===== config.mk =====
export PLATFORM = sky130hd
export DESIGN_NAME = pipeline_hazard_ctrl
export DESIGN_NICKNAME = d
export VERILOG_FILES = /design/src/rtl/mips_ctrl_pkg.sv /design/src/rtl/load_use_detect.sv /design/src/rtl/pipeline_hazard_ctrl.sv
export SDC_FILE = /design/constraint.sdc
export NUM_CORES = 1
export LEC_CHECK = 0
export ABC_AREA = 1
export BUFFER_PORTS_ARGS = -buffer_cell sky130_fd_sc_hd__buf_2
export CELL_PAD_IN_SITES_DETAIL_PLACEMENT = 2
export CELL_PAD_IN_SITES_GLOBAL_PLACEMENT = 2
export CORE_MARGIN = 2
export CORE_UTILIZATION = 27
export DETAILED_ROUTE_END_ITERATION = 6
export PLACE_DENSITY_LB_ADDON = 0.1
export SLEW_MARGIN = 20
export SYNTH_ARGS = -nofsm -noshare
export SYNTH_HDL_FRONTEND = slang
export SYNTH_SLANG_ARGS = --single-unit

===== constraint.sdc =====
create_clock -name clk -period 1.8 [get_ports clk]
set_clock_uncertainty 0.1 [all_clocks]
set_input_delay 0 -clock clk [delete_from_list [all_inputs] [get_ports clk]]
set_output_delay 0 -clock clk [all_outputs]
set_load 0.005 [all_outputs]

===== src/rtl/mips_ctrl_pkg.sv =====
// Shared types and constants for the MIPS pipeline control logic.
package mips_ctrl_pkg;

    typedef enum logic [1:0] {
        StRun  = 2'b00,
        StWait = 2'b01,
        StErr  = 2'b10
    } state_e;

    localparam logic [4:0] REG_ZERO = 5'd0;

endpackage


===== src/rtl/load_use_detect.sv =====
// Flags an ID-stage read of a register that the load currently in EX has not yet produced.
module load_use_detect
    import mips_ctrl_pkg::*;
(
    input  logic [4:0] id_rs_i,
    input  logic [4:0] id_rt_i,
    input  logic       id_uses_rt_i,
    input  logic       ex_mem_read_i,
    input  logic [4:0] ex_rd_i,
    output logic       lu_o
);

    logic rs_match;
    logic rt_match;

    assign rs_match = (ex_rd_i == id_rs_i);
    assign rt_match = id_uses_rt_i && (ex_rd_i == id_rt_i);

    // $zero is never a real dependency, so it must not stall.
    assign lu_o = ex_mem_read_i && (ex_rd_i != REG_ZERO) && (rs_match || rt_match);

endmodule


===== src/rtl/pipeline_hazard_ctrl.sv =====
// Stall/flush controller for the 5-stage pipeline: load-use bubbles, MEM-stage branch flushes,
// data-memory wait handshake with timeout, and a saturating stall-cycle counter.
module pipeline_hazard_ctrl
    import mips_ctrl_pkg::*;
#(
    parameter int unsigned TIMEOUT = 64,
    parameter int unsigned CNT_W   = 16
) (
    input  logic             clk,
    input  logic             rst_n,
    input  logic [4:0]       id_rs,
    input  logic [4:0]       id_rt,
    input  logic             id_uses_rt,
    input  logic             ex_mem_read,
    input  logic [4:0]       ex_rd,
    input  logic             mem_branch,
    input  logic             mem_zero,
    input  logic             mem_access,
    input  logic             dmem_ready,
    output logic             pc_en,
    output logic             ifid_en,
    output logic             idex_en,
    output logic             exmem_en,
    output logic             memwb_en,
    output logic             ifid_flush,
    output logic             idex_flush,
    output logic             exmem_flush,
    output logic             pc_src,
    output logic             dmem_req,
    output logic             bus_err,
    output logic [CNT_W-1:0] stall_cycles
);

    // wait_cnt never exceeds TIMEOUT-1.
    localparam int unsigned WaitW = (TIMEOUT > 2) ? $clog2(TIMEOUT) : 1;

    state_e             state_q, state_d;
    logic [WaitW-1:0]   wait_cnt_q, wait_cnt_d;
    logic [CNT_W-1:0]   stall_q, stall_d;

    logic lu;
    logic br;
    logic mem_stall;

    load_use_detect u_load_use_detect (
        .id_rs_i       (id_rs),
        .id_rt_i       (id_rt),
        .id_uses_rt_i  (id_uses_rt),
        .ex_mem_read_i (ex_mem_read),
        .ex_rd_i       (ex_rd),
        .lu_o          (lu)
    );

    assign br = mem_branch && mem_zero;

    assign mem_stall = ((state_q == StRun) && mem_access && !dmem_ready) ||
                       ((state_q == StWait) && !dmem_ready);

    always_comb begin : next_state
        state_d    = state_q;
        wait_cnt_d = wait_cnt_q;
        unique case (state_q)
            StRun: begin
                if (mem_access && !dmem_ready) begin
                    state_d    = StWait;
                    wait_cnt_d = WaitW'(1);
                end
            end
            StWait: begin
                if (dmem_ready) begin
                    state_d    = StRun;
                    wait_cnt_d = '0;
                end else if (wait_cnt_q == WaitW'(TIMEOUT - 1)) begin
                    state_d = StErr;
                end else begin
                    wait_cnt_d = wait_cnt_q + WaitW'(1);
                end
            end
            StErr: begin
                state_d = StErr;
            end
            default: begin
                state_d    = StRun;
                wait_cnt_d = '0;
            end
        endcase
    end

    always_comb begin : outputs
        pc_en       = 1'b0;
        ifid_en     = 1'b0;
        idex_en     = 1'b0;
        exmem_en    = 1'b0;
        memwb_en    = 1'b0;
        ifid_flush  = 1'b0;
        idex_flush  = 1'b0;
        exmem_flush = 1'b0;
        pc_src      = 1'b0;
        dmem_req    = 1'b0;
        bus_err     = 1'b0;

        if (state_q == StErr) begin
            bus_err = 1'b1;
        end else begin
            dmem_req = ((state_q == StRun) && mem_access) || (state_q == StWait);
            if (mem_stall) begin
                pc_en = 1'b0;
            end else if (br) begin
                // Taken branch overrides load-use: the dependent instruction is squashed anyway.
                {pc_en, ifid_en, idex_en, exmem_en, memwb_en} = 5'b11111;
                {ifid_flush, idex_flush, exmem_flush}        = 3'b111;
                pc_src                                        = 1'b1;
            end else if (lu) begin
                {pc_en, ifid_en, idex_en, exmem_en, memwb_en} = 5'b00111;
                idex_flush                                    = 1'b1;
            end else begin
                {pc_en, ifid_en, idex_en, exmem_en, memwb_en} = 5'b11111;
            end
        end

        if (!rst_n) begin
            {pc_en, ifid_en, idex_en, exmem_en, memwb_en} = 5'b00000;
            {ifid_flush, idex_flush, exmem_flush}        = 3'b000;
            pc_src                                        = 1'b0;
            dmem_req                                      = 1'b0;
            bus_err                                       = 1'b0;
        end
    end

    always_comb begin : stall_count
        stall_d = stall_q;
        if (!pc_en && (stall_q != {CNT_W{1'b1}})) begin
            stall_d = stall_q + CNT_W'(1);
        end
    end

    always_ff @(posedge clk or negedge rst_n) begin
        if (!rst_n) begin
            state_q    <= StRun;
            wait_cnt_q <= '0;
            stall_q    <= '0;
        end else begin
            state_q    <= state_d;
            wait_cnt_q <= wait_cnt_d;
            stall_q    <= stall_d;
        end
    end

    assign stall_cycles = stall_q;

endmodule


* Word level (Yosys, flattened, before mapping)
Index checks and enable logic that the tools add are counted.
Operators by class: reduce and logical (&&, ||, !) cells 18, muxes and demuxes 29, add/sub/neg operators 2, equality and inequality tests 9, bitwise logic cells 1
Operator list (count):
- $mux W1 | 21
- $mux W6 | 3
- $pmux W6 S3 | 1
- $add A16 B1 Y16 const B | 1
- $ne A16 B16 Y1 const B | 1
- $eq A5 B5 Y1 | 2
- $logic_and A1 B1 Y1 | 9
- $add A6 B1 Y6 const B | 1
- $eq A6 B6 Y1 const B | 1
- $mux W2 | 3
- $ne A3 B3 Y1 const B | 2
- $pmux W2 S3 | 1
- $reduce_bool A5 Y1 | 1
- $logic_or A1 B1 Y1 | 3
- $reduce_and A3 Y1 | 1
- $eq A2 B1 Y1 const B | 1
- $eq A2 B2 Y1 const B | 1
- $logic_not A1 Y1 | 2
- $logic_not A2 Y1 | 1
- $ne A2 B1 Y1 const B | 1
- $reduce_and A2 Y1 | 1
- $not A1 Y1 | 1
Storage, ports and cells: output and inout bits 27, input bits 23, register bits 24, word-level logic and storage cells 62

* Depth between registers and ports, before layout
Gate-level depths: netlist of the first run.
word-level depth 11, mapped depth 12, depth with buffers taken out 11

* Modules after synthesis
A second synthesis of the first run with hierarchy kept.
Unflattened totals: cells, all modules 281, area, all modules 1757.9 um2
By module, submodules not included:
- pipeline_hazard_ctrl | instances 1, seq. area each 600.6 um2, cells each 229, area an instance 1551.5 um2
- load_use_detect | instances 1, seq. area each 0.0 um2, cells each 52, area an instance 206.4 um2

* Least setup slack after synthesis of the first run
OpenSTA, ideal clock, no wires.
path type register to register, from register stall_q[0] (netlist: stall_cycles[0]), to register stall_q[12] (netlist: stall_cycles[12]), library setup time 0.117 ns, period minus slack after synthesis 1.584 ns, stages on the path, launching flop included 9, arrival time 1.367 ns, path slack 0.216 ns, path through dfrtp_1 ha_1 nand3_2 nor2_4 nand3_1 nor4_1 nand2_1 nand2_1 nand2_1
On the way: word-level cells in the longest chain between the ends 2, elaborated cells on any way between the ends 3
RTL lines:
- start, declared | RTL line pipeline_hazard_ctrl.sv:39 | logic [CNT_W-1:0] stall_q, stall_d;
- start signal, assigned | RTL line pipeline_hazard_ctrl.sv:145 | stall_q <= stall_d;
- parallel branches: the longest is 2 deep, another holds $add A16 B1 Y16
Several ways; the timed one is not identified. A chain may end at the register's enable or synchronous reset.

* Worst setup path in the final report of the first run
from register stall_q[1] (netlist: stall_cycles[1]), to register stall_q[12] (netlist: stall_cycles[12])
Same word-level chain as after synthesis.

==> impl_metrics.py, run 1 <==
metrics = {
    "worst_setup_path": {
        "critical_path_class": "reg -> reg",
        "reg2reg_setup_slack_ns": 0.12,
        "crit_fanout": 4,
        "path_delay_family": "simple AND/OR/NAND/NOR gates",
        "cp-end-kind": "flop",
        "rr_endpoint": "stall_cycles[12]",
        "crit_top_cell": "nand2_1",
        "arrival_ns": 1.75,
        "critPathSlowestCell": "dfrtp_1",
        "rr_worst_depth": 9,
        "cp_cell_sequence": "ha_4, nand3_4, nor2_4, nand3_2, nor4_2, buf_4, nand2_1, nand2_1, nand2_1",
        "r2r-start": "stall_cycles[1]",
        "cp_num_buf_inv": 1,
        "required_ns": 1.87,
        "critPathMaxStageDelay_ns": 0.43,
        "critPathLaunchType": "flop",
    },
    "power_and_ir_drop": {
        "power_leakage_nw": 1.33,
        "power.total_mw": 0.965,
        "power.density_mw_per_mm2": 419,
        "ir_drop_mv": 0.239,
    },
    "route": {
        "vias": 1855,
        "drt_pass1_iterations": 4,
        "drt_iter0_drc": 46,
        "drc": 0,
        "avgViaCountPerCell": 4.58,
        "drt-total-wl_um": 5580,
        "detail-route-antenna-nets": 0,
        "wire_per_inst_um": 13.8,
    },
    "synthesis": {
        "ys_seq_elements": 24,
        "synthesis.area_sq_mm": 0.00172,
        "synth.distinct_cells": 25,
        "syn_avg_cell_area_sq_um": 6.76,
        "yosysSeqAreaShare_pct": 34.9,
        "synth_fp_nets": 280,
        "netlist_instances": 255,
        "synth_warnings": 0,
    },
    "place": {
        "place_congestion": 0.766,
        "io_buffers": 49,
        "place_hpwl_um": 4470,
        "dp_cells": 395,
        "place_ws_ns": 0.0546,
    },
    "min_path": {
        "min_to": "state_q[0]",
        "hold_class": "in -> reg",
        "hp-start": "mem_access",
        "hold_depth": 4,
    },
    "global_routing": {
        "grtUsageTotal_pct": 16.4,
        "grt_remaining_overflow": 0,
        "antenna_found_initial": 0,
        "grt_max_degree": 26,
        "grt_pass1_wl_um": 9400,
        "grt_pass1_vias": 1927,
    },
    "run": {
        "cap_violations": 0,
    },
    "floorplanning": {
        "start_util_pct": 27.4,
        "ios": 50,
        "core_sq_mm": 0.00628,
        "dieWidth_um": 83.9,
        "rows": 29,
        "dieArea_sq_mm": 0.00704,
        "die_h_um": 83.9,
    },
    "sta": {
        "finalSetupViolations": 0,
        "setup_slack_ns": 0.118,
        "rsz0062_at_grt": "no",
        "finalCritPeriodShare_pct": 93.4,
        "slew_viol_final": 0,
        "tightest_slew_ns": 0.350,
        "max_clock_freq_mhz": 595,
        "finalCriticalPeriod_ns": 1.68,
        "slew_headroom_pct": 76.7,
        "finalHoldViolCount": 0,
        "tns_ns": 0,
    },
    "cts": {
        "clockBufferDepth": 2,
        "cts_max_level": 1,
        "cts_made_buffers": 3,
        "cts_tree": "yes",
        "clk_latency_ns": 0.27,
        "path_clk_slew_ns": 0.09,
        "cts_sinks": 24,
        "root_buffer": "clkbuf_8",
    },
    "final_layout": {
        "layout_commonest_cell": "nand2_1",
        "layout-drive-gt1-share_pct": 28.7,
        "nets": 355,
        "layout_common_cells": "nand2_1, buf_2, inv_1",
        "fin_cells": 405,
        "area_growth_pct": 33.8,
        "antenna_cells": 0,
    },
    "run_status": {
        "status": "completed",
    },
}
==> tightest hold or removal path, stage by stage <==
cell	delay [ns]
buf_2	0.10
inv_1	0.08
o21ai_0	0.11
o2bb2ai_1	0.14
==> logic make-up after synthesis <==
kind of cell	Yosys count	synth area share, %
fa+ha+maj	2	1.45
buf+inv	41	10.7
flops	24	34.9
xor+xnor	16	8.13
simple gates	162	41.5
compound gates	10	3.34
==> worst max-delay path by stage <==
stage / start / endpoint / depth (start not counted)
finish: stall_cycles[1] / stall_cycles[12] / 9
global route: stall_cycles[12] / stall_cycles[11] / 6
CTS: stall_cycles[1] / stall_cycles[12] / 9
detailed placement: stall_cycles[1] / stall_cycles[12] / 9
global placement: stall_cycles[1] / stall_cycles[12] / 9
floorplan: stall_cycles[0] / stall_cycles[12] / 8
==> synth_stat cells (all sizes together) <==
master	number	share of area [%]
nand2	94	21
inv	33	7.2
nand3	31	9.6
nor2	29	6.9
dfrtp	24	35
buf	8	3.6
xnor2	8	4.1
xor2	8	4.1
o21ai	6	1.7
nand4	4	2.3
a21oi	2	0.58
ha	2	1.5
nor3	2	0.58
nor4	1	0.36
o2111ai	1	0.51
o2bb2ai	1	0.51
or2	1	0.36
==> report_power, final <==
group	switching, mW	internal, mW
registers	0	0.539
logic	0.0543	0.0375
clock network	0.184	0.150
==> per-stage QoR <==
step | util [%] | hold slack [ns] | instance area, sq um
floorplan | - | -0.396 | 1720
CTS | 35.9 | 0.0758 | 2250
finish | 36.7 | 0.0954 | 2300
detailed placement | 34.5 | -0.0375 | 2170
global placement | 34.5 | -0.0377 | 2170
global route | 36.7 | 0.149 | 2300
==> layer usage <==
metal / routed length (um) / vias up / track usage [%]
met3: 142 / 4 / 2.18
met1: 2650 / 897 / 22.1
met4: 48 / 0 / 3.52
met2: 2730 / 23 / 28.1
li1: - / 931 / -
met5: 0 / - / 0
==> registers in the layout (all words and copies together), names as in the netlist <==
| register | count |
|---|---|
| stall_cycles | 16 |
| state_q | 2 |
| wait_cnt_q | 6 |
==> repair_timing <==
| item | CTS | global route |
|---|---|---|
| resized for setup | 1 | 7 |
| buffers inserted | 2 | 3 |
| hold buffers | 2 | 0 |
| pin swaps | 1 | 1 |
| hold endpoints to repair | 26 | 0 |
| endpoints found under the setup margin | 3 | 18 |
==> final cells by class <==
| type | instances | area, sq um |
|---|---|---|
| Sequential cell | 24 | 601 |
| Clock buffer | 3 | 41.3 |
| Tap cell | 77 | 96.3 |
| Fill cell | 800 | 3970 |
| Inverter | 33 | 124 |
| Multi-Input combinational cell | 190 | 975 |
| Timing Repair Buffer | 78 | 468 |
No activity file was read; power rests on OpenSTA's default activity.
==> inputs of run 2 (changes only) <==
ABC_AREA = unset   (was 1)
CORE_UTILIZATION = 29   (was 27)
==> run 2 against run 1 <==
Compared with the run above: the run now ends with negative setup slack left; hold slack better by 0.054 ns; die area is 23% lower; non-clock buffer count is 13 higher; critical endpoint is now stall_cycles[13]; synthesized cell count is 43% lower; area after synthesis is 18% lower; register-to-register slack worse by 0.32 ns; via count is 22% lower; total power is 92% higher; sequential cell count stayed put; largest power group is now combinational cells; combinational power grew to 8.6 times the previous value.
==> impl_metrics.py, run 2 <==
metrics = {
    "route": {
        "drc": 0,
        "wire_per_inst_um": 16.4,
        "vias": 1452,
        "drt_pass1_iterations": 4,
        "avgViaCountPerCell": 4.81,
        "drt_iter0_drc": 36,
        "drt-total-wl_um": 4960,
        "detail-route-antenna-nets": 0,
    },
    "floorplanning": {
        "dieArea_sq_mm": 0.00545,
        "core_sq_mm": 0.00472,
        "die_h_um": 73.8,
        "start_util_pct": 29.9,
        "ios": 50,
        "rows": 25,
        "dieWidth_um": 73.8,
    },
    "synthesis": {
        "yosys-top-cells-count": "dfrtp_1, xnor2_1, nand2_1",
        "synth_mux_area_share_pct": 2.39,
        "synth_warnings": 0,
        "ys_seq_elements": 24,
        "synth_top_area_share_pct": 42.5,
        "synthesis.area_sq_mm": 0.00141,
        "postSynth.asyncResetShare_pct": 100,
        "synth_edf_count": 0,
        "syn_avg_cell_area_sq_um": 9.68,
        "ys_top_cells_by_area": "dfrtp_1, xnor2_1, nand4_1",
        "synth.distinct_cells": 37,
        "netlist_instances": 146,
        "synth_compound_area_share_pct": 9.56,
        "synth-simple-area-share_pct": 22.2,
        "synth_top_family_by_area": "simple AND/OR/NAND/NOR gates",
        "yosysSeqAreaShare_pct": 42.5,
        "synthAdderAreaFrac_pct": 1.77,
        "synth_ff_type": "dfrtp_1",
        "synth_xor_area_share_pct": 16.7,
        "synth_top_area_cell": "dfrtp_1",
        "synth_fp_nets": 171,
        "yosysMostFrequentCell": "dfrtp_1",
    },
    "power_and_ir_drop": {
        "clockPowerShare_pct": 20.3,
        "power.density_mw_per_mm2": 851,
        "ir_drop_mv": 0.528,
        "pwr-share-comb_pct": 42.3,
        "switching_share_pct": 32.3,
        "power_leakage_nw": 1.05,
        "p_int_mw": 1.26,
        "switchingPower_mw": 0.600,
        "pwr-share-seq_pct": 37.3,
    },
    "cts": {
        "cts_max_level": 1,
        "cts_made_buffers": 3,
        "clockBufferDepth": 2,
        "clk_latency_ns": 0.27,
        "root_buffer": "clkbuf_8",
        "cts_tree": "yes",
        "cts_sinks": 24,
        "path_clk_slew_ns": 0.09,
    },
    "run_status": {
        "status": "finished, violations left",
        "violations": "negative setup slack",
    },
    "global_routing": {
        "grt_pass1_vias": 1575,
        "grtUsageTotal_pct": 18.6,
        "grt_remaining_overflow": 0,
        "antenna_found_initial": 0,
        "grt_pass1_wl_um": 7670,
        "grt_max_degree": 26,
    },
    "final_layout": {
        "fin_cells": 302,
        "area_growth_pct": 54.4,
        "layout_commonest_cell": "buf_2",
        "antenna_cells": 0,
        "layout_common_cells": "buf_2, buf_4, dfrtp_1",
        "layout-drive-gt1-share_pct": 47.7,
        "stdcell_area_sq_mm": 0.00218,
        "largest_register_ffs": 16,
        "nets": 261,
    },
    "place": {
        "dpl_cell_area_sq_mm": 0.00197,
        "place_congestion": 0.805,
        "place_hpwl_um": 3630,
        "io_buffers": 49,
        "dp_cells": 290,
    },
    "run": {
        "cap_violations": 0,
    },
    "sta": {
        "slew_viol_final": 0,
        "max_clock_freq_mhz": 499,
        "rsz0062_at_grt": "yes",
        "setup_slack_ns": -0.205,
        "slew_headroom_pct": 71.9,
        "finalSetupViolations": 14,
        "fin_hold_ws_ns": 0.149,
        "finalCritPeriodShare_pct": 111,
        "finalCriticalPeriod_ns": 2.01,
        "tightest_slew_ns": 0.417,
        "finalHoldViolCount": 0,
    },
    "worst_setup_path": {
        "critPathSlowestCell": "dfrtp_1",
        "rr_worst_depth": 7,
        "cp_num_buf_inv": 0,
        "required_ns": 1.87,
        "r2r-start": "stall_cycles[1]",
        "cp_cell_sequence": "ha_4, nand4_1, or2_4, o31a_1, a21o_4, and3_1, xor2_1",
        "rr_endpoint": "stall_cycles[13]",
        "crit_fanout": 7,
        "critPathMaxStageDelay_ns": 0.41,
        "critPathLaunchType": "flop",
        "critical_path_class": "reg -> reg",
        "arrival_ns": 2.07,
        "reg2reg_setup_slack_ns": -0.21,
        "cp-end-kind": "flop",
        "path_delay_family": "simple AND/OR/NAND/NOR gates",
    },
    "min_path": {
        "hp-start": "mem_access",
        "hold_depth": 4,
        "hold_class": "in -> reg",
        "min_to": "state_q[0]",
    },
}
==> run 2: cell types whose count changed after synthesis, moves of 3 or more <==
cell,change
a21oi_1,+3
and3_1,+4
inv_1,-28
mux2_2,+3
nand2_1,-79
nand3_1,-19
nand4_1,+6
nor2_1,-16
o21ai_0,-4
xnor2_1,+13
==> run 2: cell families after synthesis <==
group / after synthesis
adders and majority gates: 2
AOI/OAI and AO/OA: 18
muxes: 3
and+or+nand+nor: 61
buffers and inverters: 11
DFF: 24
xor gates and xnor gates: 27
==> run 2: timing repair <==
item	CTS	global route
resized for setup	6	12
hold buffers	3	0
gates cloned	0	1
pin swaps	2	4
buffers inserted	3	2
endpoints found under the setup margin	18	25
hold endpoints to repair	26	0
==> run 2: cell type report <==
class                           instances  area [sq um]
Clock buffer                            4          55.1
Fill cell                             514          2540
Inverter                                4          15.0
Multi-Input combinational cell        112           861
Sequential cell                        24           601
Tap cell                               67          83.8
Timing Repair Buffer                   91           568
==> run 2: power by group through the flow <==
stage               clock network [mW]  registers (mW)  logic (mW)
floorplan                            0           0.744       0.256
global placement                     0           0.695       0.662
detailed placement                   0           0.701       0.711
CTS                              0.396           0.690       0.765
global route                     0.420           0.704       0.858
finish                           0.378           0.693       0.786
==> run 2: worst max path at each step <==
stage / slack [ns] / cells after the start / endpoint / start
after floorplan: -0.08 / 8 / stall_cycles[4] / stall_cycles[0]
after CTS: -0.17 / 7 / stall_cycles[13] / stall_cycles[1]
final: -0.21 / 7 / stall_cycles[13] / stall_cycles[1]
after global routing: -0.29 / 7 / stall_cycles[13] / stall_cycles[1]
after detailed placement: -0.28 / 7 / stall_cycles[13] / stall_cycles[1]
after global placement: -0.18 / 7 / stall_cycles[13] / stall_cycles[1]
==> run 2: per-stage QoR <==
step | setup slack [ns] | TNS [ns] | power [mW] | utilization, %
floorplan | -0.0826 | -0.784 | 1.00 | -
global placement | -0.184 | -1.38 | 1.36 | 41.6
detailed placement | -0.281 | -2.76 | 1.41 | 41.6
CTS | -0.169 | -1.16 | 1.85 | 44.5
global route | -0.286 | -3.21 | 1.98 | 46.2
finish | -0.205 | -1.89 | 1.86 | 46.2
==> run 2: metal layers <==
layer | GRT usage (%) | vias up | share of wire (%)
met2 | 31.9 | 43 | 51
met3 | 3.70 | 6 | 4.4
met5 | 0 | - | 0
met1 | 23.3 | 708 | 43
met4 | 5.86 | 0 | 1.5
li1 | - | 695 | -
==> run 2: worst register-to-register path, cell delays in order (launching register included) <==
cell and delay, ns:
dfrtp_1 0.41, ha_4 0.16, nand4_1 0.12, or2_4 0.26
o31a_1 0.29, a21o_4 0.26, and3_1 0.16, xor2_1 0.14
==> inputs of run 3 (changes only) <==
==> constraint.sdc (replaced) <==
create_clock -name clk -period 1.8 [get_ports clk]
set_clock_uncertainty 0.1 [all_clocks]
set_input_delay 0 -clock clk [delete_from_list [all_inputs] [get_ports clk]]
set_output_delay 0 -clock clk [all_outputs]
set_load 0.05 [all_outputs]
==> run 3 against run 2 <==
Compared with the run above: the run still ends with negative setup slack left; non-clock buffer count decreased by 3; clock power increased by 2%; maximum frequency increased by 3.6%; combinational power increased by 41%; setup slack improved by 0.069 ns; critical path depth increased by 1; sequential share of layout area decreased by 0.65 points; cell area increased by 4.1%; wire length decreased by 1.5%; hold slack improved by 0.028 ns; largest cell class unchanged; largest power group unchanged.
==> impl_metrics.py, run 3 (synthesized netlist as in run 2, its figures left out) <==
metrics = {
    "run_status": {
        "status": "finished, violations left",
        "violations": "negative setup slack",
    },
    "final_layout": {
        "largest_register_ffs": 16,
        "layout-drive-gt1-share_pct": 52.8,
        "stdcell_area_sq_mm": 0.00227,
        "layout_commonest_cell": "buf_2",
        "fin_cells": 298,
        "layout_common_cells": "buf_2, buf_4, xnor2_1",
        "final.fill_count": 506,
        "antenna_cells": 0,
        "area_growth_pct": 60.8,
        "nets": 257,
        "postLayoutCoreUtil_pct": 48.1,
    },
    "sta": {
        "max_clock_freq_mhz": 516,
        "finalHoldViolCount": 0,
        "tightest_slew_ns": 0.427,
        "rsz0062_at_grt": "yes",
        "setup_slack_ns": -0.136,
        "slew_headroom_pct": 70.8,
        "finalCriticalPeriod_ns": 1.94,
        "finalSetupViolations": 13,
        "slew_viol_final": 0,
        "finalCritPeriodShare_pct": 108,
    },
    "cts": {
        "clk_latency_ns": 0.28,
        "path_clk_slew_ns": 0.09,
        "cts_tree": "yes",
        "root_buffer": "clkbuf_8",
        "cts_max_level": 1,
        "clockBufferDepth": 2,
        "cts_made_buffers": 3,
        "cts_sinks": 24,
    },
    "floorplanning": {
        "start_util_pct": 29.9,
        "dieWidth_um": 73.8,
        "dieArea_sq_mm": 0.00545,
        "die_h_um": 73.8,
        "core_sq_mm": 0.00472,
        "rows": 25,
        "ios": 50,
    },
    "place": {
        "dp_cells": 290,
        "dpl_cell_area_sq_mm": 0.00200,
        "place_congestion": 0.797,
        "place_hpwl_um": 3590,
        "io_buffers": 49,
    },
    "worst_setup_path": {
        "critical_path_class": "reg -> reg",
        "cp-end-kind": "flop",
        "crit_fanout": 7,
        "required_ns": 1.90,
        "rr_worst_depth": 8,
        "critPathLaunchType": "flop",
        "arrival_ns": 2.04,
    },
    "run": {
        "cap_violations": 0,
    },
    "route": {
        "vias": 1421,
        "detail-route-antenna-nets": 0,
        "avgViaCountPerCell": 4.77,
        "drt_pass1_iterations": 3,
        "drt-total-wl_um": 4890,
        "drt_iter0_drc": 34,
        "drc": 0,
        "wire_per_inst_um": 16.4,
    },
    "power_and_ir_drop": {
        "ir_drop_mv": 0.652,
        "power.density_mw_per_mm2": 970,
        "power_leakage_nw": 1.06,
    },
    "global_routing": {
        "grt_pass1_wl_um": 7760,
        "grt_remaining_overflow": 0,
        "grt_max_degree": 26,
        "grt_pass1_vias": 1613,
        "antenna_found_initial": 0,
        "grtUsageTotal_pct": 18.6,
    },
    "min_path": {
        "hold_class": "in -> async",
    },
}
run 3: cell types whose count changed in the layout (fill, tap and decap cells not counted), moves of 3 or more:
cell and delta:
xnor2_2 +3, buf_2 -6, xnor2_1 -3, dfrtp_2 +8
buf_4 -3, dfrtp_1 -8, buf_6 +5, nand3_1 -3
run 3: through the flow:
stage / TNS [ns] / setup WS, ns / hold slack [ns] / total power [mW]
floorplan: -3.68 / -0.264 / -0.396 / 1.33
global placement: -0.840 / -0.0959 / -0.0350 / 1.68
detailed placement: -1.90 / -0.183 / -0.0227 / 1.71
CTS: -1.31 / -0.150 / 0.227 / 2.14
global route: -2.36 / -0.233 / 0.214 / 2.33
finish: -1.10 / -0.136 / 0.177 / 2.21
run 3: area by class of cell:
cell class              instances  area (sq um)  area share [%]
repair buffers                 88           592            26.0
clock buffers                   4          55.1            2.42
flip-flops and latches         24           611            26.9
well taps                      67          83.8            3.69
multi-input cells             111           917            40.3
inverters                       4          15.0           0.660
run 3: critical path: stages, from the launching register on:
cell and delay (ns):
dfrtp_2 0.40, ha_4 0.14, nand4_1 0.10, or2_4 0.25, o31a_1 0.25, a21o_4 0.23
buf_12 0.15, nand3_1 0.10, xnor2_1 0.13
run 3: path summary, 6_finish.rpt:
kind                            slack, ns            start               end
min in group clk                     0.33      ex_mem_read        idex_flush
max in group asynchronous            1.20            rst_n  stall_cycles[10]
worst min register to register       0.47  stall_cycles[5]   stall_cycles[5]
worst min-delay path                 0.18            rst_n        state_q[0]
worst max register to register      -0.14  stall_cycles[1]   stall_cycles[3]
worst max-delay path                -0.14  stall_cycles[1]   stall_cycles[3]
run 3: repair_timing:
action / 4_1_cts / 5_1_grt
hold buffers: 3 / 0
endpoints found under the setup margin: 25 / 30
gates resized for setup: 18 / 19
endpoints found under the hold margin: 26 / 0
pin swaps: 8 / 11
buffers inserted: 2 / 1
run 3: metal layers:
metal	wire, um	track usage, %
met3	224	3.02
met4	53	5.45
met5	0	0
met1	1990	21.8
met2	2620	34.5
run 3: power by group:
part | internal (mW) | total [mW] | switching, mW
Combinational | 0.424 | 1.11 | 0.688
Sequential | 0.642 | 0.709 | 0.0669
Clock | 0.196 | 0.385 | 0.188
Total | 1.26 | 2.21 | 0.944
